`src/rtl/wallace_mult_pipe.sv`:
```
// Three-stage pipelined Wallace-tree multiplier, WIDTH x WIDTH -> 2*WIDTH, signed or unsigned
// per transaction, with a valid/ready handshake and whole-pipeline backpressure.
module wallace_mult_pipe #(
    parameter int unsigned WIDTH = 8
) (
    input  logic                 clk,
    input  logic                 rst,
    input  logic [WIDTH-1:0]     a,
    input  logic [WIDTH-1:0]     b,
    input  logic                 sgn,
    input  logic                 in_valid,
    output logic                 in_ready,
    output logic [2*WIDTH-1:0]   prod,
    output logic                 out_valid,
    input  logic                 out_ready
);

    localparam int W    = int'(WIDTH);
    localparam int PW   = 2 * W;
    localparam int Rows = W + 1;  // partial-product rows plus one constant row

    typedef logic [PW-1:0] row_t;

    logic             v1_q, v2_q, v3_q;
    logic [W-1:0]     a_q, b_q;
    logic             sgn_q;
    row_t             sum_q, carry_q, prod_q;
    row_t             sum_d, carry_d;
    row_t             pp [Rows];
    logic             adv, accept;

    assign adv       = !v3_q || out_ready;
    assign in_ready  = !rst && adv;
    assign accept    = in_valid && in_ready;
    assign prod      = prod_q;
    assign out_valid = v3_q;

    // Baugh-Wooley: in signed mode the cross terms of the MSB row/column are inverted and the
    // correction constants 2^W and 2^(2W-1) go into the extra row.
    always_comb begin
        for (int i = 0; i < Rows; i++) begin
            pp[i] = '0;
        end
        for (int i = 0; i < W; i++) begin
            for (int j = 0; j < W; j++) begin
                pp[i][i+j] = (a_q[j] & b_q[i]) ^ (sgn_q & ((i == W - 1) != (j == W - 1)));
            end
        end
        if (sgn_q) begin
            pp[W][W]    = 1'b1;
            pp[W][PW-1] = 1'b1;
        end
    end

    // Wallace reduction: each level compresses rows in groups of three with full adders,
    // passing leftover rows through, until two rows remain.
    always_comb begin : reduce
        row_t work [Rows];
        row_t nxt  [Rows];
        int   n, m, groups;
        work   = pp;
        n      = Rows;
        m      = 0;
        groups = 0;
        for (int lvl = 0; lvl < Rows; lvl++) begin
            for (int r = 0; r < Rows; r++) begin
                nxt[r] = '0;
            end
            if (n > 2) begin
                m      = 0;
                groups = n / 3;
                for (int g = 0; g < Rows / 3; g++) begin
                    if (g < groups) begin
                        nxt[m]   = work[3*g] ^ work[3*g+1] ^ work[3*g+2];
                        nxt[m+1] = ((work[3*g] & work[3*g+1]) |
                                    (work[3*g] & work[3*g+2]) |
                                    (work[3*g+1] & work[3*g+2])) << 1;
                        m        = m + 2;
                    end
                end
                for (int r = 0; r < Rows; r++) begin
                    if (r >= 3 * groups && r < n) begin
                        nxt[m] = work[r];
                        m      = m + 1;
                    end
                end
                n    = m;
                work = nxt;
            end
        end
        sum_d   = work[0];
        carry_d = work[1];
    end

    // Data registers load only behind a valid stage so prod never shows flushed data.
    always_ff @(posedge clk) begin
        if (rst) begin
            v1_q   <= 1'b0;
            v2_q   <= 1'b0;
            v3_q   <= 1'b0;
            prod_q <= '0;
        end else if (adv) begin
            v1_q <= accept;
            v2_q <= v1_q;
            v3_q <= v2_q;
            if (accept) begin
                a_q   <= a;
                b_q   <= b;
                sgn_q <= sgn;
            end
            if (v1_q) begin
                sum_q   <= sum_d;
                carry_q <= carry_d;
            end
            if (v2_q) begin
                prod_q <= sum_q + carry_q;
            end
        end
    end

endmodule

```
`config.mk`:
```
export PLATFORM = sky130hd
export DESIGN_NAME = wallace_mult_pipe
export DESIGN_NICKNAME = d
export VERILOG_FILES = /design/src/rtl/wallace_mult_pipe.sv
export SDC_FILE = /design/constraint.sdc
export NUM_CORES = 1
export LEC_CHECK = 0
export ABC_AREA = 1
export CORE_ASPECT_RATIO = 1.1
export CORE_MARGIN = 5
export CORE_UTILIZATION = 60
export DETAILED_ROUTE_END_ITERATION = 7
export GPL_TIMING_DRIVEN = 0
export HOLD_SLACK_MARGIN = 0.02
export PLACE_DENSITY = 0.82
export SYNTH_ARGS = -nofsm -noshare
export SYNTH_HDL_FRONTEND = slang
export SYNTH_SLANG_ARGS = --single-unit
export TNS_END_PERCENT = 100
```
`constraint.sdc`:
```
create_clock -name clk -period 6.6 [get_ports clk]
set_input_delay 1.98 -clock clk [delete_from_list [all_inputs] [get_ports clk]]
set_output_delay 1.98 -clock clk [all_outputs]
set_load 0.1 [all_outputs]
```
==> results by group, run 1 <==
Outcome
  • Status: completed

Min path
  • Worst min path class: reg2reg
  • Min-Delay Path Depth: 2
  • Hold path endpoint: prod[1]
  • Origin of the worst min-delay path: sum_q[1]

Timing
  • Tightest Pin Transition: 0.968 ns
  • Final worst-path cycle share: 0.893
  • Setup-failing EPs final: 0
  • Worst hold slack: 0.496 ns
  • TNS Setup: 0 ns
  • Max_slew headroom: 0.352
  • Pins Over Slew Limit: 0
  • RSZ-0062 raised after global routing: false
  • Fin crit period: 5.89 ns
  • Hold Fails Final Rpt: 0
  • Setup Skew: 0.00939 ns
  • Fmax: 170 MHz

Drt
  • Vias post-DR: 3119
  • M1 WL: 3.22 mm
  • TritonRoute pass-1 iters: 5
  • Wire per inst: 13.1 um
  • Met2 Wirelength: 4.35 mm
  • Met3 WL: 417 um
  • Antenna viol nets, final: 0
  • Vias per cell: 4.99
  • DRC errors left: 0
  • Top sig layer: met4
  • First DRT Iteration DRCs: 148
  • Final wirelength: 8.20 mm

CTS
  • Hold_buf cts: 0
  • CTS tree: yes
  • Number of CTS-inserted buffers: 9
  • CTS root buf: clkbuf_8
  • Clock Path Buffers: 2
  • Clock sink total: 63
  • H-tree depth: 3
  • Resized cells post-CTS: 0
  • Worst-Skew Late Latency: 0.35 ns
  • Clk slew on worst S/H paths: 0.08 ns
  • Post-CTS Setup Repair Bufs: 0

Yosys
  • Ys Warns: 0
  • Post-Syn Area: 0.00443 mm^2
  • Seq/Total Area, Yosys: 0.384
  • Post-synth EDFFs: 44
  • Post-synth top area cell: edfxtp_1
  • #FFs+latches synth: 63
  • Cells taking the most area after synthesis: edfxtp_1, fa_1, inv_1
  • Mapped Cells: 485
  • Syn_nets: 577
  • Cell variety after synth: 28
  • Syn_area_per_cell: 9.13 um^2
  • Async SR Flop Fraction: 0
  • Top cell type's share of synthesized area: 0.298
  • Dominant synthesized flop cell: edfxtp_1

Floorplanning
  • DIE AREA: 0.00920 mm^2
  • Die extent in x: 91.9 um
  • Die span in y: 100 um
  • Initial Utilization: 0.625
  • # rows: 32
  • Core box area: 0.00709 mm^2
  • I/O pins: 39

Worst setup path
  • Crit path top cell by count: clkdlybuf4s50_1
  • Critical Path RT: 4.62 ns
  • R2r startpoint: b_q[7]
  • Reg2reg path depth: 10
  • CP max-delay cell: clkdlybuf4s50_1
  • Top Family by Delay on Critical Path: buffers and inverters
  • CP peak stage delay: 1.16 ns
  • Worst path cell trace: clkdlybuf4s50_1, buf_4, nor2_1, clkdlybuf4s50_1
  • Crit Path Category: in2out
  • R2R setup slack: 3.38 ns
  • Worst-path fanout max: 10
  • Bufs and invs on worst path: 3
  • Crit path DAT: 3.91 ns
  • Startpoint types: input pin
  • CP Capture Type: primary output
  • FF-to-FF End: sum_q[9]

Global routing
  • Initial antenna violation count: 0
  • Largest net degree at the start of global routing: 23
  • Number of global-route vias before repair: 3240
  • First-pass GRT wire length: 13.9 mm
  • Total grt overflow: 0
  • Total Routing Usage GR: 0.191

Final layout
  • Final-stage net count: 627
  • Area delta synth->final: 16.7%
  • Diodes inserted: 0
  • Post-layout util: 0.729
  • Final non-filler cell total: 625
  • Layout cells sized above 1: 0.0759

Placement
  • I/O Buffers: 38
  • DP HPWL: 6.27 mm
  • Gpl congestion: 0.869
  • Inst Count DP: 609

Power and ir drop
  • VDD IR-drop max: 199 uV
  • Pwr/cell area: 232 mW/mm^2
  • Pleak: 2.60 nW

Job
  • Max-cap viol count: 0
[per-stage QoR]
stage          cell area [um^2]  setup WS [ns]  total power [mW]
2_1_floorplan              4430           1.17             0.745
3_3_place_gp               4920          0.708             0.812
3_5_place_dp               4950          0.714             0.840
4_1_cts                    5170          0.701              1.21
5_1_grt                    5170          0.669              1.28
6_report                   5170          0.708              1.20
[area by class of cell]
cell class	count	area, um^2
Buffer	21	98.8
Clock buffer	10	149
Clock inverter	6	72.6
Fill cell	502	1920
Inverter	117	440
Multi-Input combinational cell	284	2190
Sequential cell	63	1700
Tap cell	85	106
Timing Repair Buffer	39	408
[per-layer routing]
metal  GRT usage  vias up
met5           0        -
met4      0.0846        0
met3      0.0390       26
met2       0.358       95
met1       0.207     1444
li1            -     1554
[tightest hold or removal path, cell delays in order, from the launching register on]
cell and delay [ns]:
edfxtp_1 0.34, nor2_1 0.05, nor2_1 0.08
[flip-flops by register name (all words and copies together), names as in the netlist]
register,cells
a_q,8
b_q,8
carry_q,11
out_valid,1
prod,16
sgn_q,1
sum_q,16
v1_q,1
v2_q,1
[layout by cell type (no fill, tap or decap)]
cell / instances
nand2_2: 6
bufinv_16: 1
a21o_1: 1
clkdlybuf4s50_1: 38
nand4_1: 2
fa_1: 38
a21oi_1: 6
clkbuf_8: 9
nand3_1: 14
a21oi_2: 2
inv_2: 1
buf_2: 4
buf_6: 1
nand3_2: 1
inv_6: 3
o22ai_1: 1
clkinv_2: 1
ha_1: 33
nor2_2: 3
nand2_1: 103
o21ai_0: 9
edfxtp_1: 44
xor2_1: 18
o21bai_1: 1
nor2_4: 2
clkinv_4: 1
nor2_1: 37
clkbuf_16: 1
o21bai_4: 1
clkinvlp_4: 1
inv_1: 115
o21ai_1: 6
dfxtp_1: 19
buf_4: 2
buf_16: 1
clkbuf_1: 14
[synthesized netlist by cell type, types with 2 or more instances]
master      n
a21oi_1     6
a21oi_2     2
buf_2       4
buf_4       2
clkbuf_1   14
dfxtp_1    19
edfxtp_1   44
fa_1       38
ha_1       33
inv_1     115
nand2_1   103
nand2_2     6
nand3_1    14
nand4_1     2
nor2_1     38
nor2_2      2
nor2_4      2
o21ai_0     9
o21ai_1     6
xor2_1     18
[cells by family (layout without fill, tap and decap cells)]
family                   count (synthesis)  count (layout)  share of synthesized area
XOR/XNOR                                18              18                     0.0356
AND/OR/NAND/NOR                        168             168                      0.157
AO/OA/AOI/OAI                           27              27                     0.0367
adder cells (fa/ha/maj)                 71              71                      0.265
flip-flops                              63              63                      0.384
buffers and inverters                  138             193                      0.122
[power by group]
group	switching, mW	internal, mW	total [mW]	leakage [nW]
clock	0.169	0.202	0.371	0.109
sequential	0.00819	0.466	0.474	0.563
combinational	0.223	0.132	0.356	1.93
[worst max-delay path by stage]
stage | from | endpoint | slack, ns | depth (start not counted)
finish | rst | in_ready | 0.71 | 4
global route | rst | in_ready | 0.67 | 4
CTS | rst | in_ready | 0.70 | 4
detailed placement | rst | in_ready | 0.71 | 4
global placement | rst | in_ready | 0.71 | 4
floorplan | rst | in_ready | 1.17 | 2
No activity file was read; power rests on OpenSTA's default activity.
==> run 2: changes to the inputs <==
--- a/config.mk
+++ b/config.mk
@@ -9,6 +9,7 @@
 export CORE_ASPECT_RATIO = 1.1
 export CORE_MARGIN = 5
 export CORE_UTILIZATION = 60
+export CTS_CLUSTER_SIZE = 14
 export DETAILED_ROUTE_END_ITERATION = 7
 export GPL_TIMING_DRIVEN = 0
 export HOLD_SLACK_MARGIN = 0.02
==> results of run 2 <==
No change in the layout: final DEF, timing and power equal those of run 1.
==> run 3: changes to the inputs <==
--- a/config.mk
+++ b/config.mk
@@ -9,6 +9,7 @@
 export CORE_ASPECT_RATIO = 1.1
 export CORE_MARGIN = 5
 export CORE_UTILIZATION = 60
+export CTS_BUF_LIST = sky130_fd_sc_hd__clkbuf_4
 export CTS_CLUSTER_SIZE = 14
 export DETAILED_ROUTE_END_ITERATION = 7
 export GPL_TIMING_DRIVEN = 0
==> run 3 against run 2 <==
Compared with the run above: global-route usage is 0.29 points lower; register-to-register slack about the same; critical path depth did not move; combinational power barely moved; non-clock buffer count unchanged; clock power fell by 15%; clock-buffer cell count down 1; worst hold slack better by 0.0094 ns; die area did not move; clock skew is 0.010 ns higher; cell count unchanged; sequential power barely moved; critical path type unchanged; largest cell class unchanged; largest power group unchanged.
==> results by group, run 3 (synthesis gave the netlist of run 1 again) <==
Power and ir drop
  • Int Pwr: 756 uW (-5.5%)
  • Net Switching: 390 uW (-2.8%)
  • Pwr/cell area: 224 mW/mm^2 (-3.6%)
  • Pleak: 2.58 nW (-0.83%)
  • Sequential share of power: 0.413 (+0.018)
  • Clock power frac: 0.276 (-0.033)
  • Switch share: 0.340 (+0.00631)
  • Gate power share: 0.310 (+0.014)
  • VDD IR-drop max: 178 uV (-11%)
  • Design Power: 1.15 mW (-4.6%)

Worst setup path
  • Critical path launch point: rst
  • CP peak stage delay: 1.16 ns (about the same)
  • R2r startpoint: sgn_q
  • CP Capture Type: primary output
  • Critical Path RT: 4.62 ns (about the same)
  • Crit path top cell by count: clkdlybuf4s50_1
  • Worst path cell trace: clkdlybuf4s50_1, buf_4, nor2_1, clkdlybuf4s50_1
  • Worst-path fanout max: 10 (unchanged)
  • Bufs and invs on worst path: 3 (unchanged)
  • Top Family by Delay on Critical Path: buffers and inverters
  • Crit path DAT: 3.92 ns (about the same)
  • Crit Path Category: in2out
  • CP max-delay cell: clkdlybuf4s50_1
  • Startpoint types: input pin

Drt
  • Antenna viol nets, final: 0 (unchanged)
  • Vias post-DR: 3118 (-0.032%)
  • TritonRoute pass-1 iters: 5 (unchanged)
  • Vias per cell: 4.99 (about the same)
  • Final wirelength: 8.02 mm (-2.1%)
  • Wire per inst: 12.8 um (-2.1%)
  • First DRT Iteration DRCs: 130 (-12%)
  • DRC errors left: 0 (unchanged)

Timing
  • Max_slew headroom: 0.352 (unchanged)
  • Setup-failing EPs final: 0 (unchanged)
  • Fin crit period: 5.90 ns (+0.00267 ns)
  • Final worst-path cycle share: 0.893 (about the same)
  • Worst hold slack: 0.505 ns (+0.00940 ns)
  • Setup Skew: 0.0194 ns (+0.00997 ns)
  • Pins Over Slew Limit: 0 (unchanged)
  • Hold Fails Final Rpt: 0 (unchanged)
  • RSZ-0062 raised after global routing: false
  • TNS Setup: 0 ns (unchanged)
  • Tightest Pin Transition: 0.968 ns (+0.000000656 ns)
  • Fmax: 170 MHz (about the same)

Final layout
  • Commonest non-fill, non-tap cell in the layout: inv_1
  • Layout fillers: 508 (+1.2%)
  • Most frequent cells in the layout: inv_1, nand2_1, edfxtp_1, fa_1, clkdlybuf4s50_1
  • FF/Latch Area: 0.00170 mm^2 (unchanged)
  • Final-stage net count: 627 (unchanged)
  • Multi-input gate area: 0.00219 mm^2 (unchanged)
  • Layout cells sized above 1: 0.0759 (unchanged)
  • Final non-filler cell total: 625 (unchanged)
  • Post-layout util: 0.722 (-0.00724)
  • Area delta synth->final: 15.5%
  • Diodes inserted: 0 (unchanged)

Floorplanning
  • I/O pins: 39 (unchanged)
  • Die span in y: 100 um (unchanged)
  • Initial Utilization: 0.625 (unchanged)
  • DIE AREA: 0.00920 mm^2 (unchanged)
  • # rows: 32 (unchanged)
  • Core box area: 0.00709 mm^2 (unchanged)
  • Die extent in x: 91.9 um (unchanged)

Global routing
  • Initial antenna violation count: 0 (unchanged)
  • Total Routing Usage GR: 0.188 (-0.00294)
  • Number of global-route vias before repair: 3213 (-0.83%)
  • First-pass GRT wire length: 13.7 mm (-1.2%)
  • Largest net degree at the start of global routing: 23 (unchanged)
  • Total grt overflow: 0 (unchanged)

CTS
  • Worst-Skew Late Latency: 0.41 ns (+0.06 ns)
  • H-tree depth: 3 (unchanged)
  • CTS tree: yes
  • Post-CTS Setup Repair Bufs: 0 (unchanged)
  • Clock Path Buffers: 2 (unchanged)
  • Clock sink total: 63 (unchanged)
  • Hold_buf cts: 0 (unchanged)
  • Resized cells post-CTS: 0 (unchanged)
  • CTS root buf: clkbuf_4
  • Number of CTS-inserted buffers: 9 (unchanged)
  • Clk slew on worst S/H paths: 0.12 ns (+0.04 ns)

Placement
  • Inst Count DP: 609 (unchanged)
  • I/O Buffers: 38 (unchanged)
  • DP HPWL: 6.27 mm (unchanged)
  • Gpl congestion: 0.869 (unchanged)

Job
  • Max-cap viol count: 0 (unchanged)

Min path
  • Origin of the worst min-delay path: sum_q[1]
  • Worst min path class: reg2reg

Outcome
  • Status: completed
[run 3: worst reg2reg max path: stages (launching register included)]
cell and delay [ns]:
edfxtp_1 0.34, buf_2 0.18, buf_4 0.25, xor2_1 0.22, fa_1 0.45, fa_1 0.49, inv_1 0.05, fa_1 0.51
fa_1 0.49
[run 3: stage by stage]
step / setup WS (ns) / cell area [um^2]
4_1_cts: 0.701 / 5120
2_1_floorplan: 1.17 / 4430
5_1_grt: 0.669 / 5120
3_5_place_dp: 0.714 / 4950
6_report: 0.705 / 5120
3_3_place_gp: 0.708 / 4920
[run 3: path summary, 6_finish.rpt]
path | to | depth (start not counted) | slack [ns]
max | in_ready | 4 | 0.70
min | prod[1] | 2 | 0.51
max reg2reg | sum_q[7] | 8 | 3.38
min reg2reg | prod[1] | 2 | 0.51
[run 3: power groups by stage]
stage | Sequential [mW] | Clock [mW] | Combinational (mW)
5_1_grt | 0.476 | 0.341 | 0.405
2_1_floorplan | 0.527 | 0 | 0.217
4_1_cts | 0.474 | 0.324 | 0.360
3_3_place_gp | 0.482 | 0 | 0.330
6_report | 0.474 | 0.317 | 0.356
3_5_place_dp | 0.483 | 0 | 0.357
[run 3: layout make-up]
| cell class | instances | share of cell area |
|---|---|---|
| Tap cell | 85 | 0.0208 |
| Clock inverter | 7 | 0.0201 |
| Sequential cell | 63 | 0.333 |
| Clock buffer | 9 | 0.0132 |
| Timing Repair Buffer | 39 | 0.0797 |
| Inverter | 117 | 0.0861 |
| Multi-Input combinational cell | 284 | 0.428 |
| Buffer | 21 | 0.0193 |
[run 3: routing by layer]
metal / part of all wire / vias up / track usage
met5: 0 / - / 0
met4: 0.023 / 0 / 0.0857
met3: 0.054 / 18 / 0.0412
met2: 0.53 / 94 / 0.349
met1: 0.39 / 1450 / 0.204
li1: - / 1556 / -
